===== config.mk =====
export PLATFORM = sky130hd
export DESIGN_NAME = mul_iter
export DESIGN_NICKNAME = d
export VERILOG_FILES = /design/src/rtl/mul_pkg.sv /design/src/rtl/mul_step.sv /design/src/rtl/mul_iter.sv
export SDC_FILE = /design/constraint.sdc
export NUM_CORES = 1
export LEC_CHECK = 0
export BUFFER_PORTS_ARGS = -buffer_cell sky130_fd_sc_hd__buf_2
export CAP_MARGIN = 30
export CELL_PAD_IN_SITES_DETAIL_PLACEMENT = 0
export CELL_PAD_IN_SITES_GLOBAL_PLACEMENT = 2
export CORE_MARGIN = 5
export CORE_UTILIZATION = 39
export CTS_CLUSTER_SIZE = 25
export DETAILED_ROUTE_END_ITERATION = 7
export PLACE_DENSITY = 0.86
export SETUP_SLACK_MARGIN = 0.4
export SYNTH_ARGS = -nofsm -noshare
export SYNTH_HDL_FRONTEND = slang
export SYNTH_SLANG_ARGS = --single-unit
export TNS_END_PERCENT = 1

===== constraint.sdc =====
create_clock -name clk_i -period 12.2 [get_ports clk_i]
set_input_delay 1.22 -clock clk_i [delete_from_list [all_inputs] [get_ports clk_i]]
set_output_delay 1.22 -clock clk_i [all_outputs]
set_load 0.1 [all_outputs]

===== src/rtl/mul_pkg.sv =====
// Shared types and sizing helpers for the iterative RV32M multiplier.
package mul_pkg;

  typedef enum logic [1:0] {
    MUL    = 2'b00,
    MULH   = 2'b01,
    MULHSU = 2'b10,
    MULHU  = 2'b11
  } mul_op_e;

  typedef enum logic [1:0] {
    IDLE,
    CALC,
    FIX,
    DONE
  } mul_state_e;

  function automatic int iter_count(input int width, input int k);
    return width / k;
  endfunction

  // A single-iteration configuration still needs a 1-bit counter.
  function automatic int cnt_width(input int width, input int k);
    return (width / k > 1) ? $clog2(width / k) : 1;
  endfunction

endpackage


===== src/rtl/mul_step.sv =====
// One shift-add iteration: hi + mcand * (K low multiplier bits), WIDTH+K bits wide.
module mul_step #(
  parameter int WIDTH = 32,
  parameter int K     = 1
) (
  input  logic [WIDTH-1:0]   hi,
  input  logic [WIDTH-1:0]   mcand,
  input  logic [K-1:0]       bits,
  output logic [WIDTH+K-1:0] sum
);

  // hi + mcand*(2^K-1) < 2^(WIDTH+K), so the sum never overflows.
  always_comb begin
    sum = (WIDTH+K)'(hi) + (WIDTH+K)'(mcand) * (WIDTH+K)'(bits);
  end

endmodule


===== src/rtl/mul_iter.sv =====
// Iterative MUL/MULH/MULHSU/MULHU unit: magnitude shift-add, sign fix-up at the end.
module mul_iter
  import mul_pkg::*;
#(
  parameter int WIDTH          = 32,
  parameter int BITS_PER_CYCLE = 1
) (
  input  logic             clk_i,
  input  logic             rst_i,
  input  logic             flush_i,
  input  logic             in_valid_i,
  output logic             in_ready_o,
  input  mul_op_e          op_i,
  input  logic [WIDTH-1:0] operand_a_i,
  input  logic [WIDTH-1:0] operand_b_i,
  output logic             out_valid_o,
  input  logic             out_ready_i,
  output logic [WIDTH-1:0] result_o
);

  localparam int K  = BITS_PER_CYCLE;
  localparam int N  = iter_count(WIDTH, K);
  localparam int CW = cnt_width(WIDTH, K);
  localparam logic [CW-1:0] CNT_INIT = CW'(N - 1);

  mul_state_e       state;
  mul_op_e          op_q;
  logic [WIDTH-1:0] mcand, hi, lo, result;
  logic             neg;
  logic [CW-1:0]    cnt;

  logic               accept, a_neg, b_neg;
  logic [WIDTH-1:0]   a_mag, b_mag;
  logic [WIDTH+K-1:0] sum;
  logic [2*WIDTH-1:0] prod_next, prod_fix;

  always_comb begin
    in_ready_o = (state == IDLE) || (state == DONE && out_ready_i);
    accept     = in_valid_i && in_ready_o && !flush_i;
    a_neg      = (op_i == MULH || op_i == MULHSU) && operand_a_i[WIDTH-1];
    b_neg      = (op_i == MULH) && operand_b_i[WIDTH-1];
    // -(-2^(WIDTH-1)) wraps to 2^(WIDTH-1), which is the correct unsigned magnitude.
    a_mag      = a_neg ? -operand_a_i : operand_a_i;
    b_mag      = b_neg ? -operand_b_i : operand_b_i;
  end

  mul_step #(.WIDTH(WIDTH), .K(K)) u_step (
    .hi   (hi),
    .mcand(mcand),
    .bits (lo[K-1:0]),
    .sum  (sum)
  );

  always_comb begin
    prod_next = (2*WIDTH)'({sum, lo} >> K);
    prod_fix  = neg ? -{hi, lo} : {hi, lo};
  end

  always_ff @(posedge clk_i or posedge rst_i) begin
    if (rst_i) begin
      state  <= IDLE;
      op_q   <= MUL;
      mcand  <= '0;
      neg    <= 1'b0;
      hi     <= '0;
      lo     <= '0;
      cnt    <= '0;
      result <= '0;
    end else if (flush_i) begin
      state <= IDLE;
    end else if (accept) begin
      // Covers both IDLE and the DONE hand-off, so back-to-back ops skip IDLE.
      op_q  <= op_i;
      mcand <= a_mag;
      neg   <= a_neg ^ b_neg;
      hi    <= '0;
      lo    <= b_mag;
      cnt   <= CNT_INIT;
      state <= CALC;
    end else begin
      case (state)
        CALC: begin
          hi <= prod_next[2*WIDTH-1:WIDTH];
          lo <= prod_next[WIDTH-1:0];
          if (cnt == '0) state <= FIX;
          else           cnt   <= cnt - 1'b1;
        end
        FIX: begin
          result <= (op_q == MUL) ? prod_fix[WIDTH-1:0] : prod_fix[2*WIDTH-1:WIDTH];
          state  <= DONE;
        end
        DONE: if (out_ready_i) state <= IDLE;
        default: state <= IDLE;
      endcase
    end
  end

  assign out_valid_o = (state == DONE);
  assign result_o    = result;

endmodule


==> results by group <==
Run
  • Max Cap Violations: 0

GRT
  • First-pass GRT wire length: approximately 54 mm
  • Number of global-route vias before repair: 9266
  • Global route overflow: 0
  • Antenna violations before repair: 0
  • Largest net degree at the start of global routing: 75
  • Total GRT Usage: 22.5%

STA
  • Final worst-path cycle share: 31.5%
  • Setup TNS: 0 ps
  • Count of final max-slew check failures: 0
  • Worst slew pin tran: 937 ps
  • Clock Skew: between 10 and 15 ps
  • WHS: ~470 ps
  • Fin worst setup slack: about 8400 ps
  • Rel. slew slack: 37.2%
  • Final setup viols: 0
  • Minimum clock period: slightly below 4000 ps
  • Fmax: ~0.26 GHz
  • RSZ-0062 raised after global routing: no
  • Final Hold Viols: 0

Die
  • Core area: 26700 um2
  • Die area: 30200 um2
  • FP Rows: 60
  • Initial Util: 39.2%
  • IO Count: 105
  • Die span in y: 174 um
  • Die Wd: roughly 170 um

Cells and area
  • Area Growth Syn to Fin: 13.9%
  • # diodes: 0
  • Util after Layout: 44.7%
  • Non-Filler Instances: 1705
  • Commonest cells after routing, fill and taps aside: 181 x nand2_1, 137 x dfrtp_1, 136 x o21ai_0
  • Fraction of layout cells with a size suffix above 1: between 10% and 20%
  • Final net count: 1465
  • Commonest non-fill, non-tap cell in the layout: nand2_1

Critical path
  • CP max FO: 35
  • R2R Path Start: lo[0]$_DFFE_PP0P_
  • Worst Path Required: between 10000 and 15000 ps
  • Worst reg-to-reg path cell count: 9
  • Startpoint Class: flip-flop
  • CP Data Arrival Time: 4160 ps
  • R2r endpoint: result_o[26]$_DFFE_PP0P_
  • CP Class: reg2reg
  • Reg2reg setup slack: 8350 ps
  • Crit end category: flip-flop

Placed design
  • Routability cong.: 0.921
  • Pre-CTS setup slack: 8360 ps
  • Port bufs: 104
  • Dpl cells: 1673
  • Post-DP HPWL: roughly 26 mm

CTS
  • Post-cts sizing count: 0
  • Clock root buffer: clkbuf_16
  • Clock Latency Late Sink: between 400 and 500 ps
  • Sink Count: ~140
  • CTS tree: yes
  • Longest Clk Path Bufs: 2
  • Post-CTS setup buffers: 0
  • Clock transition at path regs: 70 ps
  • CTS hold repair buffers: 0
  • Num CTS Buffers: 17
  • H-tree depth: 4

Detailed routing
  • Drt pass-1 iters: 5
  • Via count: 9869
  • Post-route ant nets: 0
  • Drt drc: 0
  • Vias/cell: roughly 5.8
  • WL final: 34.3 mm
  • WL per Instance: around 20 um
  • 1st-iter DRT viols: 800

Yosys
  • Sequential area share after synthesis: 33.0%
  • Post-synth ARST share: 100%
  • Post-synth EDFFs: 0
  • Syn Inst Count: ~1.3k
  • Yosys reg bits: roughly 140
  • Post-synthesis net count: 1400
  • Synth Warn #: 0
  • Main synth FF type: dfrtp_1
  • Count of cell types in the netlist: 69
  • Syn Std Cell Area: 10500 um2
  • Mean post-synth cell area: 8.13 um2

Min path
  • Worst min path class: reg2reg
  • Worst hold path depth: 2
  • HP Start: mcand[21]$_DFFE_PP0P_
  • Worst Hold Path EP: mcand[21]$_DFFE_PP0P_

Status
  • Status: complete, no violations

Power and ir drop
  • Largest vdd supply drop: 0.0835 mV
  • Power Density: about 230 nW/um2
  • LEAKAGE: 0.00523 uW
## synthesized netlist by cell type (12+ instances only)
cell        n  area (um2)
a21o_1     18         135
a21oi_1    97         485
nand2b_1   14        87.6
nand2_1   181         679
or4_1      20         150
clkbuf_1   65         244
o31ai_1    28         210
and2_1     43         269
nor2_1     74         278
nor4_1     12        75.1
xor2_1     73         639
nor3_1     36         180
dfrtp_1   138        3450
ha_1       42         526
o22ai_1    13        81.3
a22oi_1    19         143
a31oi_1    15        93.8
o21ai_0   136         681
xnor2_1    63         552
nand3_1    12        60.1
o41ai_1    17         149
inv_1      31         116
## kinds of logic (layout without fill, tap and decap cells)
| kind of cell | count (synthesis) | after routing | synth area share [%] |
|---|---|---|---|
| fa+ha+maj | 43 | 43 | 5.22 |
| flops | 138 | 138 | 33.0 |
| mux | 6 | 6 | 0.575 |
| compound gates | 412 | 412 | 24.9 |
| simple gates | 449 | 449 | 21.2 |
| xor+xnor | 136 | 136 | 11.4 |
| buf+inv | 102 | 180 | 3.70 |
## layout make-up
cell class	instances	area (um2)
Sequential cell	138	3450
Multi-Input combinational cell	1046	6620
Tap cell	341	427
Timing Repair Buffer	117	638
Clock buffer	18	439
Inverter	31	121
Clock inverter	14	208
Fill cell	2711	14700
## flip-flops by register name, indices dropped and copies added (netlist names)
name,flops
hi,32
lo,32
result_o,32
state,2
cnt,5
mcand,32
op_q,2
neg,1
## metal layers
layer / wire, um / vias to the layer above / part of all wire [%] / GRT usage, %
li1: - / 4817 / - / -
met1: 17400 / 4696 / 51 / 35.1
met2: 14100 / 314 / 41 / 31.7
met3: 1970 / 42 / 5.7 / 3.75
met4: 881 / 0 / 2.6 / 6.83
met5: 0 / - / 0 / 0
## power by group
group	switching (uW)	internal [uW]	total, uW
Sequential	249	610	858
Combinational	914	386	1300
Clock	233	354	587
## stage by stage
stage / instance area [um2] / power, uW
finish: 11900 / 2750
global placement: 11200 / 2150
global route: 11900 / 2900
CTS: 11900 / 2750
detailed placement: 11300 / 2160
floorplan: 10500 / 1770
## worst max path at each step
stage | startpoint | to | cells after the start | slack [ps]
floorplan | rst_i | cnt[0]$_DFFE_PP0P_ | 1 | 7280
global placement | operand_a_i[1] | mcand[25]$_DFFE_PP0P_ | 8 | 8460
detailed placement | lo[0]$_DFFE_PP0P_ | result_o[26]$_DFFE_PP0P_ | 9 | 8360
CTS | lo[0]$_DFFE_PP0P_ | result_o[26]$_DFFE_PP0P_ | 9 | 8350
global route | lo[0]$_DFFE_PP0P_ | result_o[26]$_DFFE_PP0P_ | 9 | 8090
finish | lo[0]$_DFFE_PP0P_ | result_o[26]$_DFFE_PP0P_ | 9 | 8350
## worst max-delay path, cell delays in order (launching register included)
cell      delay (ps)
dfrtp_1          700
inv_1            250
ha_1             190
or3b_2           500
nor4_2           670
nand4_1          220
nand2b_1         380
o41ai_2          380
xnor2_1          110
a221o_1          320
Power figures use the tool's default switching activity.
